File: config.mk
export PLATFORM = sky130hd
export DESIGN_NAME = scs8hd_ebufn_bus_ctrl
export DESIGN_NICKNAME = d
export VERILOG_FILES = /design/src/rtl/scs8hd_ebufn_bus_ctrl.sv
export SDC_FILE = /design/constraint.sdc
export NUM_CORES = 1
export LEC_CHECK = 0
export ABC_AREA = 1
export CAP_MARGIN = 20
export CORE_UTILIZATION = 52
export CTS_CLUSTER_SIZE = 14
export DETAILED_ROUTE_END_ITERATION = 8
export GPL_TIMING_DRIVEN = 0
export HOLD_SLACK_MARGIN = 0.1
export PLACE_DENSITY = 0.94
export SLEW_MARGIN = 20
export SYNTH_ARGS = -nofsm -noshare
export SYNTH_HDL_FRONTEND = slang
export SYNTH_SLANG_ARGS = --single-unit
File: constraint.sdc
create_clock -name CLK -period 2.37 [get_ports CLK]
set_clock_uncertainty 0.05 [all_clocks]
set_input_delay 0.237 -clock CLK [delete_from_list [all_inputs] [get_ports CLK]]
set_output_delay 0.237 -clock CLK [all_outputs]
set_load 0.05 [all_outputs]
File: src/rtl/scs8hd_ebufn_bus_ctrl.sv
// Drive-side controller for a shared tri-state bus made of WIDTH scs8hd_ebufn_1 cells.
// Accepts words from a valid/ready source and produces the per-bit data (A) and the
// common active-low enable (TEB). Data is set up one cycle before the enable falls,
// tenures are capped at MAX_BURST words, and TEB stays high for TURN_CYC cycles after
// each tenure before the bus can be driven again.
//
// Ports:
//   CLK          clock, rising edge
//   RESETB       synchronous active-low reset
//   req_valid    upstream word available
//   req_data     upstream word
//   req_last     final word of a burst
//   req_ready    word accepted this cycle (combinational)
//   bus_grant    arbiter permission to drive the bus
//   A            registered data to the ebufn A pins
//   TEB          registered enable to the ebufn TEB pins, 1 = high-Z
//   busy         registered, 1 when not idle
//   grant_lost   one-cycle pulse when a tenure is aborted by loss of grant
//   burst_split  one-cycle pulse when MAX_BURST ends a burst without req_last
module scs8hd_ebufn_bus_ctrl #(
  parameter int unsigned WIDTH     = 8,
  parameter int unsigned TURN_CYC  = 2,
  parameter int unsigned MAX_BURST = 4
) (
  input  logic             CLK,
  input  logic             RESETB,
  input  logic             req_valid,
  input  logic [WIDTH-1:0] req_data,
  input  logic             req_last,
  output logic             req_ready,
  input  logic             bus_grant,
  output logic [WIDTH-1:0] A,
  output logic             TEB,
  output logic             busy,
  output logic             grant_lost,
  output logic             burst_split
);

  localparam int unsigned WcntW = $clog2(MAX_BURST + 1);
  localparam logic [WcntW-1:0] MaxBurst = WcntW'(MAX_BURST);
  localparam logic [3:0] TurnCyc = 4'(TURN_CYC);

  typedef enum logic [1:0] {StIdle, StSetup, StDrive, StRelease} state_e;

  state_e           state_q, state_d;
  logic [WIDTH-1:0] a_q, a_d;
  logic             last_q, last_d;
  logic [WcntW-1:0] wcnt_q, wcnt_d;
  logic [3:0]       tcnt_q, tcnt_d;
  logic             teb_q, teb_d;
  logic             busy_q, busy_d;
  logic             grant_lost_q, grant_lost_d;
  logic             burst_split_q, burst_split_d;
  logic             hs;

  assign hs = req_valid && req_ready;

  // State and registered outputs
  always_ff @(posedge CLK) begin
    if (!RESETB) begin
      state_q       <= StIdle;
      a_q           <= '0;
      last_q        <= 1'b0;
      wcnt_q        <= '0;
      tcnt_q        <= '0;
      teb_q         <= 1'b1;
      busy_q        <= 1'b0;
      grant_lost_q  <= 1'b0;
      burst_split_q <= 1'b0;
    end else begin
      state_q       <= state_d;
      a_q           <= a_d;
      last_q        <= last_d;
      wcnt_q        <= wcnt_d;
      tcnt_q        <= tcnt_d;
      teb_q         <= teb_d;
      busy_q        <= busy_d;
      grant_lost_q  <= grant_lost_d;
      burst_split_q <= burst_split_d;
    end
  end

  // Next state and datapath
  always_comb begin
    state_d       = state_q;
    a_d           = a_q;
    last_d        = last_q;
    wcnt_d        = wcnt_q;
    tcnt_d        = tcnt_q;
    grant_lost_d  = 1'b0;
    burst_split_d = 1'b0;
    unique case (state_q)
      StIdle: begin
        tcnt_d = '0;
        if (hs) begin
          state_d = StSetup;
          a_d     = req_data;
          last_d  = req_last;
          wcnt_d  = WcntW'(1);
        end
      end
      StSetup: begin
        if (!bus_grant) begin
          state_d      = StRelease;
          grant_lost_d = 1'b1;
          tcnt_d       = 4'd1;
        end else begin
          state_d = StDrive;
        end
      end
      StDrive: begin
        // Priority: grant loss, end of burst, burst cap, then accept a word.
        if (!bus_grant) begin
          state_d      = StRelease;
          grant_lost_d = 1'b1;
          tcnt_d       = 4'd1;
        end else if (last_q) begin
          state_d = StRelease;
          tcnt_d  = 4'd1;
        end else if (wcnt_q == MaxBurst) begin
          state_d       = StRelease;
          burst_split_d = 1'b1;
          tcnt_d        = 4'd1;
        end else if (hs) begin
          a_d    = req_data;
          last_d = req_last;
          wcnt_d = wcnt_q + WcntW'(1);
        end
      end
      StRelease: begin
        // A is held so the pins do not move while the buffers go high-Z.
        if (tcnt_q >= TurnCyc) begin
          state_d = StIdle;
          tcnt_d  = '0;
        end else begin
          tcnt_d = tcnt_q + 4'd1;
        end
      end
      default: state_d = StIdle;
    endcase
  end

  // Outputs: ready is combinational, the rest are registered from the next state
  always_comb begin
    req_ready = ((state_q == StIdle) && bus_grant) ||
                ((state_q == StDrive) && !last_q && (wcnt_q < MaxBurst) && bus_grant);
    teb_d     = (state_d != StDrive);
    busy_d    = (state_d != StIdle);
  end

  assign A           = a_q;
  assign TEB         = teb_q;
  assign busy        = busy_q;
  assign grant_lost  = grant_lost_q;
  assign burst_split = burst_split_q;

endmodule

==> Yosys cells after proc, flatten, opt, wreduce, memory -nomap -nowiden <==
Index checks and enable logic that the tools add are counted.
{ "totals": {"register_bits": 22, "inputBits": 13, "out_inout_bits": 13, "elab_cells": 77} }
{ "op_classes": {"addsub": 2, "order_cmp": 2, "n_eq_ne": 12, "muxes": 32, "bitwise_logic": 3, "n_reduce_logical": 17} }
{ "op_table": {"columns": ["cell", "count"], "rows": [
  ["two-way mux 8 bit", 4],
  ["two-way mux 4 bit", 5],
  ["one-hot mux 4 bit (4 select lines)", 1],
  ["one-hot mux 8 bit (2 select lines)", 1],
  ["two-way mux 3 bit", 5],
  ["inequality test 2 bit (second input constant)", 7],
  ["two-way mux 2 bit", 5],
  ["two-way mux 1 bit", 8],
  ["one-hot mux 2 bit (4 select lines)", 1],
  ["one-hot mux 3 bit (2 select lines)", 1],
  ["AND reduction 6 bit", 1],
  ["logical AND 1 bit", 5],
  ["adder 4 x 1 -> 4 bit (second input constant)", 1],
  ["== test 2 bit (second input constant)", 2],
  ["greater-or-equal comparator 4 x 2 -> 1 bit (second input constant)", 1],
  ["inequality test 4 bit (second input constant)", 1],
  ["AND reduction 2 bit", 2],
  ["AND reduction 4 bit", 1],
  ["nonzero test 2 bit", 2],
  ["OR reduction 4 bit", 1],
  ["adder 3 x 1 -> 3 bit (second input constant)", 1],
  ["== test 3 bit (second input constant)", 1],
  ["< comparator 3 bit (second input constant)", 1],
  ["NOT 1 bit", 3],
  ["7 further kinds", 7]
]} }

==> Logic depth before layout (Yosys ltp) <==
{ "logic_depth": {"word_depth": 11, "mapped_depth": 12, "depth_no_buf": 12} }

==> Least setup slack after synthesis <==
No wires, ideal clock.
{ "synth_path": {"kind": "flip-flop to flip-flop", "startpoint": "register state_q[0]", "endpoint": "register wcnt_q[2]", "setup_time_ps": 131, "arrival_ps": 1445, "required_time_ps": 2189, "setup_slack_ps": 745, "stages_incl_launch_ff": 11, "n_path_buf": 1, "period_less_slack_ps": 1625, "cell_sequence": "dfxtp_1 > inv_1 > ha_1 > nand2_2 > inv_2 > nand2_2 > nand2_4 > nand3_4 > buf_6 > nand2_1 > a21oi_2"} }
{ "synth_between": {"elab_chain_cells": 8, "elab_cells_between_ends": 16, "classes_between": "eq/ne: 6; mux: 1; reduce/logical: 9"} }
{ "synth_rtl": {"columns": ["element", "line_no", "text"], "rows": [
  ["from (decl)", "45", "state_e state_q, state_d;"],
  ["from (signal assigned)", "61", "state_q <= StIdle;"],
  ["from (signal assigned)", "71", "state_q <= state_d;"],
  ["== test 2 bit", "146", "((state_q == StDrive) && !last_q && (wcnt_q < MaxBurst) && bus_grant);"],
  ["logical AND 1 bit (3 in series)", "146", null],
  ["logical OR 1 bit *", "145", "req_ready = ((state_q == StIdle) && bus_grant) ||"],
  ["via req_ready", "30", "output logic req_ready,"],
  ["logical AND 1 bit *", "56", "assign hs = req_valid && req_ready;"],
  ["inequality test 2 bit (no line)", null, null],
  ["AND reduction 6 bit (no line) *", null, null],
  ["to (signal assigned)", "74", "wcnt_q <= wcnt_d;"],
  ["to (decl)", "48", "logic [WcntW-1:0] wcnt_q, wcnt_d;"]
]} }
The timed path passes the listed nets; every way through them passes the cells marked *.
A chain may end at the register's enable or synchronous reset.

==> Worst setup path in the final report <==
{ "layout_path": {"startpoint": "register state_q[0]", "endpoint": "output port req_ready"} }
{ "layout_between": {"elab_chain_cells": 5, "elab_cells_between_ends": 7, "classes_between": "eq/ne: 1; reduce/logical: 6"} }
{ "layout_rtl": {"columns": ["element", "line_no"], "rows": [
  ["== test 2 bit", "146"],
  ["logical AND 1 bit (3 in series)", "146"],
  ["logical OR 1 bit *", "145"],
  ["to (decl)", "30"]
]} }
Mark *: on every way between the ends. The rest lies on a longest branch, timed or not.

==> impl_metrics.ini <==
[logic_synthesis]
synthesis.nets = 177
yosys.area.top_type_share_pct = 39.1
synth_seq_area_share_pct = 39.1
syn_area_per_cell_um2 = 7.27
syn-cell-area_um2 = 1130
synthDistinctLibCells = 21
ys_ff_latch = 22
synth_cells = 155
yosys-top-cells-area = dfxtp_1, nand2_1, ha_1
ys_warn_count = 0
yosysTopAreaCell = dfxtp_1

[sta]
setup_viol = 0
drv_slew = 0
min_period_over_period_pct = 85.8
max_slew_margin_pct = 66.8
fmax_mhz = 492
rsz0062_at_grt = false
final_hold_viol_count = 0
final.setup.tns_ns = 0
fin_crit_ns = 2.03
worst_slack_ns = 0.337
worst_pin_slew_ns = 0.496

[place]
postPlaceCellArea_um2 = 1410
gp_congestion = 0.892
portBuffers = 25
place_hpwl_mm = 1.75
place_inst = 207
post-place-ws_ns = 0.119

[global_route]
grtUsageMet3_pct = 3.77
use_met2_pct = 39.9
grt.total_usage_pct = 21.1
antenna_found_initial = 0
grt_pass1_vias = 985
grt_pass1_wl_mm = 3.89
grt_overflow_total = 0
grt_use_met1_pct = 22.8
busiest_layer = met2
grt_max_degree = 14

[layout]
stdcell_count = 211
layout_commonest_cell = nand2_1
final_util_pct = 72.9
drive_gt1_share_pct = 8.15
area_growth_pct = 29.4
design_area_um2 = 1460
most-common-layout-cells = nand2_1, clkdlybuf4s50_1, dfxtp_1
nNetsFinal = 207
antenna_cells = 0

[clock_tree]
cts_root_buf = clkbuf_4
htree_num_levels = 1
clkTransAtPathRegs_ns = 0.12
cts_made_buffers = 3
clk_latency_ns = 0.31
hold_buffers = 0
ctsLongestPathBuffers = 2
cts_sinks = 22
cts_tree = built

[floorplan]
io_pins = 26
rows = 16
coreArea_um2 = 2000
start_util_pct = 56.3
dieArea_um2 = 2360
die_height_um = 48.6
die_w_um = 48.6

[hold_path]
worstHoldStart = tcnt_q[3]
hold_path_class = flip-flop to flip-flop

[power]
power_frac_seq_pct = 34.1
power.share.switching_pct = 41.7
clock_power_share_pct = 19.3
combPwrFrac_pct = 46.6
power_leakage_nw = 0.636
power.internal_w = 0.000850
irDropWorstVdd_uv = 703
power.switching_w = 0.000608
pwr_density_cell_nw_per_um2 = 999

[drt]
drc = 0
first_pass_iters = 4
vias_per_cell = 5.00
wire_per_inst_um = 10.5
num_vias = 1056
drt_iter0_drc = 20
antenna_left = 0
wirelength_mm = 2.22

[outcome]
status = completed

[critical_path]
worstPathMaxFanout = 8
timing.rr.start = state_q[0]
reg2reg_slack_ns = 0.66
critPathCaptureType = output pin
startpoint = state_q[0]
critPathLaunchType = flip-flop
critPathKind = flip-flop to output pin
cp_data_arrival_time_ns = 1.75
required_ns = 2.08

[job]
drv_cap = 0
critical path, stage by stage, from the launching register on:
cell	delay, ns
dfxtp_1	0.36
inv_1	0.13
ha_1	0.32
nand2_2	0.11
inv_2	0.06
nand2_2	0.05
nand2_4	0.10
clkbuf_2	0.29
per-stage QoR:
step	hold WS, ns	total power (W)
2_1_floorplan	0.259	0.00100
4_1_cts	0.405	0.00147
6_report	0.399	0.00146
3_5_place_dp	0.389	0.00119
3_3_place_gp	0.370	0.00117
5_1_grt	0.428	0.00156
what timing repair did:
action / in CTS / in global routing
buffers inserted: 0 / 0
endpoints found under the setup margin: 1 / 1
gates resized for setup: 1 / 2
power by group through the flow:
| stage | combinational [W] | clock (W) | sequential [W] |
|---|---|---|---|
| after CTS | 0.000683 | 0.000290 | 0.000497 |
| after global routing | 0.000748 | 0.000306 | 0.000509 |
| after floorplan | 0.000374 | 0 | 0.000629 |
| after global placement | 0.000674 | 0 | 0.000501 |
| after detailed placement | 0.000684 | 0 | 0.000505 |
| final | 0.000679 | 0.000281 | 0.000496 |
cells in the mapped netlist:
| library cell | number |
|---|---|
| a21oi_1 | 15 |
| a21oi_2 | 1 |
| buf_6 | 1 |
| clkbuf_1 | 2 |
| dfxtp_1 | 22 |
| ha_1 | 9 |
| inv_1 | 15 |
| inv_2 | 1 |
| inv_4 | 1 |
| nand2_1 | 46 |
| nand2_2 | 2 |
| nand2_4 | 2 |
| nand3_1 | 13 |
| nand3_4 | 1 |
| nand4_1 | 2 |
| nor2_1 | 11 |
| nor2_2 | 1 |
| nor3_1 | 1 |
| nor4_1 | 1 |
| o21ai_0 | 7 |
| xnor2_1 | 1 |
final cells by class:
| type | count | area (um2) |
|---|---|---|
| well taps | 27 | 33.8 |
| clock buffers | 3 | 22.5 |
| plain buffers | 3 | 18.8 |
| fillers | 170 | 543 |
| repair buffers | 25 | 245 |
| clock inverters | 1 | 30.0 |
| inverters | 17 | 66.3 |
| flip-flops and latches | 22 | 440 |
| multi-input cells | 113 | 602 |
routing by layer:
layer | part of all wire [%] | vias to the layer above
met2 | 51 | 21
met4 | 1.4 | 0
met3 | 3.1 | 5
li1 | - | 555
met5 | 0 | -
met1 | 44 | 475
sequential cells by signal, indices dropped and copies added (netlist names), 2 cells and up:
register / count
A: 8
state_q: 2
tcnt_q: 4
wcnt_q: 3
path summary, 6_finish.rpt:
path,cells after the start,endpoint
worst max-delay path,7,req_ready
worst min-delay path,2,tcnt_q[3]
worst max register to register,10,A[6]
worst min register to register,2,tcnt_q[3]
cell families (layout without fill, tap and decap cells):
kind of cell    count (synthesis)  in the layout  synth area share (%)
flops                          22             22                  39.1
fa+ha+maj                       9              9                  9.99
compound gates                 23             23                  10.5
buf+inv                        20             49                  7.55
simple gates                   80             80                  32.1
xor+xnor                        1              1                 0.777
Power figures use the tool's default switching activity.
